<file path="src/rtl/uart_tx_arbiter.sv">
// rtl/uart_tx_arbiter.sv - round-robin arbiter sharing one UART TX among word sources
// Latches the granted word and sends its low len+1 bytes MSB-first over tx_start/tx_done.
module uart_tx_arbiter #(
  parameter int NB_DATA  = 8,
  parameter int NB_WORD  = 32,
  parameter int N_REQ    = 3,
  parameter int NB_LEN   = 2,
  parameter int NB_STATE = 2
) (
  input  logic                     i_clock,
  input  logic                     i_reset,
  input  logic [N_REQ-1:0]         i_req,
  input  logic [N_REQ*NB_WORD-1:0] i_req_data,
  input  logic [N_REQ*NB_LEN-1:0]  i_req_len,
  input  logic                     i_tx_done,
  output logic                     o_tx_start,
  output logic [NB_DATA-1:0]       o_tx_data,
  output logic [N_REQ-1:0]         o_grant,
  output logic [N_REQ-1:0]         o_word_done,
  output logic                     o_busy,
  output logic [NB_STATE-1:0]      o_state
);

  localparam int NB_PTR = (N_REQ > 1) ? $clog2(N_REQ) : 1;

  typedef enum logic [NB_STATE-1:0] {
    IDLE    = NB_STATE'(0),
    SEND    = NB_STATE'(1),
    WAIT_TX = NB_STATE'(2),
    RELEASE = NB_STATE'(3)
  } state_t;

  state_t              state;
  state_t              state_next;
  logic [NB_PTR-1:0]   ptr;
  logic [NB_PTR-1:0]   owner;
  logic [NB_PTR-1:0]   pick;
  logic [NB_PTR-1:0]   ptr_after;
  logic [NB_PTR:0]     cand;
  logic                pick_valid;
  logic [N_REQ-1:0]    pick_onehot;
  logic [N_REQ-1:0]    owner_onehot;
  logic [NB_WORD-1:0]  word;
  logic [NB_WORD-1:0]  word_shift;
  logic [NB_LEN-1:0]   len;
  logic [NB_LEN-1:0]   byte_idx;
  logic [NB_LEN-1:0]   byte_sel;
  logic                done_ok;
  logic                last_byte;

  // Walk downward so the requester closest to ptr is the last (winning) assignment.
  always_comb begin
    pick_valid = 1'b0;
    pick       = '0;
    cand       = '0;
    for (int i = N_REQ - 1; i >= 0; i--) begin
      cand = {1'b0, ptr} + (NB_PTR+1)'(i);
      if (cand >= (NB_PTR+1)'(N_REQ)) begin
        cand = cand - (NB_PTR+1)'(N_REQ);
      end
      if (i_req[cand[NB_PTR-1:0]]) begin
        pick_valid = 1'b1;
        pick       = cand[NB_PTR-1:0];
      end
    end
  end

  assign pick_onehot  = N_REQ'(1) << pick;
  assign owner_onehot = N_REQ'(1) << owner;
  assign ptr_after    = (owner == NB_PTR'(N_REQ - 1)) ? '0 : owner + 1'b1;
  assign byte_sel     = len - byte_idx;
  assign word_shift   = word >> (byte_sel * NB_DATA);
  // A done arriving while tx_start is still high belongs to an earlier byte.
  assign done_ok      = i_tx_done && !o_tx_start;
  assign last_byte    = (byte_idx == len);

  always_ff @(posedge i_clock) begin
    if (i_reset) begin
      state <= IDLE;
    end else begin
      state <= state_next;
    end
  end

  always_comb begin
    state_next = state;
    case (state)
      IDLE:    if (pick_valid) state_next = SEND;
      SEND:    state_next = WAIT_TX;
      WAIT_TX: if (done_ok) state_next = last_byte ? RELEASE : SEND;
      RELEASE: state_next = IDLE;
      default: state_next = IDLE;
    endcase
  end

  always_ff @(posedge i_clock) begin
    if (i_reset) begin
      ptr         <= '0;
      owner       <= '0;
      word        <= '0;
      len         <= '0;
      byte_idx    <= '0;
      o_tx_start  <= 1'b0;
      o_tx_data   <= '0;
      o_grant     <= '0;
      o_word_done <= '0;
      o_busy      <= 1'b0;
    end else begin
      o_tx_start  <= 1'b0;
      o_word_done <= '0;
      o_busy      <= (state_next != IDLE);
      case (state)
        IDLE: begin
          if (pick_valid) begin
            owner    <= pick;
            word     <= i_req_data[pick*NB_WORD +: NB_WORD];
            len      <= i_req_len[pick*NB_LEN +: NB_LEN];
            byte_idx <= '0;
            o_grant  <= pick_onehot;
          end
        end
        SEND: begin
          o_tx_start <= 1'b1;
          o_tx_data  <= word_shift[NB_DATA-1:0];
        end
        WAIT_TX: begin
          if (done_ok) begin
            if (last_byte) begin
              o_grant     <= '0;
              o_word_done <= owner_onehot;
            end else begin
              byte_idx <= byte_idx + 1'b1;
            end
          end
        end
        RELEASE: begin
          ptr <= ptr_after;
        end
        default: ;
      endcase
    end
  end

  assign o_state = state;

endmodule

</file>
<file path="config.mk">
export PLATFORM = sky130hd
export DESIGN_NAME = uart_tx_arbiter
export DESIGN_NICKNAME = d
export VERILOG_FILES = /design/src/rtl/uart_tx_arbiter.sv
export SDC_FILE = /design/constraint.sdc
export NUM_CORES = 1
export LEC_CHECK = 0
export CORE_MARGIN = 3
export CORE_UTILIZATION = 50
export DETAILED_ROUTE_END_ITERATION = 10
export PLACE_DENSITY = 0.86
export SYNTH_ARGS = -nofsm -noshare
export SYNTH_HDL_FRONTEND = slang
export SYNTH_SLANG_ARGS = --single-unit
</file>
<file path="constraint.sdc">
create_clock -name i_clock -period 5.1 [get_ports i_clock]
set_clock_uncertainty 0.2 [all_clocks]
set_input_delay 1.02 -clock i_clock [delete_from_list [all_inputs] [get_ports i_clock]]
set_output_delay 1.02 -clock i_clock [all_outputs]
set_load 0.1 [all_outputs]
</file>
==> summary.md <==
| Metric | Value |
|---|---|
| Outcome | finished, final reports clean |
| CP max stage cell | clkdlybuf4s50_1 |
| Startpoint types | register |
| Vias in the first global route | 3842 |
| Worst-Skew Late Latency | 0.33 ns |
| Router iterations before antenna repair | 5 |
| CTS Buffer Depth | 2 |
| Post-CTS setup buffers | 0 |
| Slew headroom | 0.2800 |
| Row cnt | 31 |
| Die Y | 92.85 µm |
| Register area share after synthesis | 0.3079 |
| FF-to-FF End | word[9] |
| Worst R2R Path Depth | 8 |
| Port bufs | 125 |
| Initial antenna violation count | 0 |
| Worst r2r src | ptr[0] |
| N_diodes | 0 |
| Syn nets | 548 |
| Setup TNS | 0 ns |
| Critical Path Sink | o_state[0] |
| Starting Density | 0.5172 |
| WP depth | 1 |
| F_max | 0.2920 GHz |
| Routed Antenna Nets | 0 |
| Max FO, Critical Path | 11 |
| Hold Buf Count CTS | 0 |
| CTS Buf Count | 9 |
| Starting DRC count in detailed routing | 269 |
| WL final | 11.28 mm |
| Final Critical Period | 3.425 ns |
| CTS H-tree depth | 3 |
| Critical path class | register to primary output |
| Ys Warns | 0 |
| CP bufs+invs | 1 |
| Adder-Cell Fraction of Synth Area | 0.01659 |
| DR DRC count | 0 |
| Inst Count DP | 627 |
| Die Width | 92.85 µm |
| Global placement routability congestion | 0.8308 |
| Least-Margin Pin Slew | 1.077 ns |
| Max-slew violation count | 0 |
| Layout Area Growth over Synthesis | 37.09% |
| Yosys cell types | 48 |
| Largest family of logic cells by synthesized area | compound AO/OA/AOI/OAI gates |
| Worst vdd ir | 142.2 µV |
| Maxcap violations | 0 |
| Unrepaired setup endpoints after global routing | no |
| Synth Instances | 435 |
| Share of cells above drive strength 1 | 0.06801 |
| Fin crit share | 0.6716 |
| Final hold violations | 0 |
| Clk slew on worst S/H paths | 0.07 ns |
| Simple-gate area share of the yosys netlist | 0.1676 |
| PwrDens | 287.3 nW/µm² |
| Largest net degree at the start of global routing | 38 |
| Worst Path Arrival | 2.21 ns |
| Total GRT Usage | 0.2588 |
| Crit. End Element | primary output |
| Core Region | 7292 µm² |
| Placed wire-length estimate | 8.111 mm |
| Final cell count without fillers | 643 |
| Post-synthesis mux area share | 0.1410 |
| CP startpoint | o_state[0] |
| CTS sink cnt | 58 |
| Synth Area in XOR/XNOR | 0.01161 |
| Leak | 0.002093 µW |
| R2r setup slk | 2.11 ns |
| Post-DR wirelength/cell | 17.55 µm |
| Hold Startpoint | o_tx_data[1] |
| CP required | 3.88 ns |
| # resized after CTS | 0 |
| I/O pin count | 126 |
| Post-layout util | 0.7090 |
| HP Class | register to register |
| #FFs+latches synth | 58 |
| Vias/cell | 5.977 |
| Root buffer cell | clkbuf_8 |
| First-pass GRT wire length | 18.17 mm |
| # nets final | 652 |
| Total die area | 8620 µm² |
| Delay-heaviest family, CP | buffers and inverters |
| Synth Area in Compound Gates | 0.2916 |
| Syn avg cell area | 8.669 µm² |
| Vias post-DR | 3843 |
| Mapped cell area | 3771 µm² |
| Max incr delay on CP | 1.24 ns |
| CTS tree | built |
| Total gr overflow | 0 |
| CP Cell Sequence | clkdlybuf4s50_1 |
| Final setup fails | 0 |
-- metal layers --
metal / vias up / global-route usage / share of wire
met5: - / 0 / 0
met4: 0 / 0.1123 / 0.029
met3: 31 / 0.03412 / 0.066
met2: 170 / 0.4373 / 0.49
met1: 1815 / 0.3287 / 0.42
li1: 1827 / - / -
-- final cells by class --
cell class	instances	area (µm²)
Timing Repair Buffer	128	1286
Sequential cell	58	1161
Fill cell	601	2122
Multi-Input combinational cell	336	2397
Clock inverter	6	41.29
Tap cell	99	123.9
Clock buffer	10	137.6
Inverter	6	22.52
-- cell usage after synthesis, drive strengths merged --
master   number  area (µm²)
nor2         89       350.3
dfxtp        58        1161
mux2i        52       520.5
a22oi        35       262.8
a22o         34       297.8
o211ai       34       255.2
buf          29       195.2
a21oi        19       117.6
o21ai        11       55.05
nand2         9       41.29
nand2b        7       51.30
clkbuf        6       22.52
inv           6       22.52
nor3b         6       50.05
ha            5       62.56
nor3          4       20.02
a21boi        3       26.27
nand3b        3       35.03
nor2b         3       18.77
a211oi        2       15.01
and2          2       12.51
and3          2       17.52
nand3         2       10.01
o21bai        2       26.28
o221ai        2       17.52
or3           2       12.51
a41oi         1       8.760
mux2          1       11.26
nand4         1       6.260
o2111ai       1       8.760
o41ai         1       8.760
or2           1       6.260
xnor2         1       16.27
xor2          1       27.53
-- kinds of logic after synthesis --
family / after synthesis
AO/OA/AOI/OAI: 145
XOR/XNOR: 2
adder cells (fa/ha/maj): 5
buffers and inverters: 41
flip-flops: 58
multiplexers: 53
AND/OR/NAND/NOR: 131
-- registers in the layout, indices dropped and copies added (netlist names) --
name	count
o_busy	1
byte_idx	2
o_tx_data	8
len	2
owner	2
o_tx_start	1
ptr	2
word	32
o_state	2
o_word_done	3
o_grant	3
-- where the power goes --
| part | internal (µW) | switching [µW] | total (µW) | leakage [µW] |
|---|---|---|---|---|
| Sequential | 512 | 47.1 | 559 | 0.000476 |
| Combinational | 241 | 307 | 547 | 0.00153 |
| Clock | 189 | 190 | 379 | 0.0000847 |
| Total | 942 | 544 | 1490 | 0.00209 |
-- metrics by stage --
step                total power [µW]  cell area [µm²]  setup WS (ns)  hold WS (ns)
floorplan                      935.1             3771          2.598        0.2484
global placement                1091             4991          1.487        0.2489
detailed placement              1108             4991          1.387        0.2599
CTS                             1486             5170          1.676        0.2751
global route                    1551             5170          1.538        0.3019
finish                          1485             5170          1.675        0.2858
-- worst min path at each step --
| stage | endpoint | slack, ns | cells after the start |
|---|---|---|---|
| floorplan | word[16] | 0.25 | 1 |
| global placement | o_tx_data[3] | 0.25 | 2 |
| detailed placement | o_tx_data[1] | 0.26 | 2 |
| CTS | o_tx_data[1] | 0.28 | 2 |
| global route | o_tx_data[1] | 0.30 | 2 |
| finish | o_tx_data[1] | 0.29 | 2 |
-- worst min-delay path: cells and delay by family, from the launching register on --
family,cells,cell delay [ns]
flops,1,0.33
compound gates,2,0.12
-- cells in the final DEF, fill, tap and decap left out, drive strengths merged, types with 2 or more instances in the layout --
cell type	count
clkdlybuf4s50	125
nor2	89
dfxtp	58
mux2i	52
a22oi	35
o211ai	34
a22o	34
a21oi	19
o21ai	11
clkbuf	10
nand2	9
inv	7
nand2b	7
nor3b	6
ha	5
nor3	4
nor2b	3
clkinvlp	3
a21boi	3
nand3b	3
buf	3
o221ai	2
or3	2
nand3	2
a211oi	2
clkinv	2
and2	2
and3	2
o21bai	2
Power figures use the tool's default switching activity.
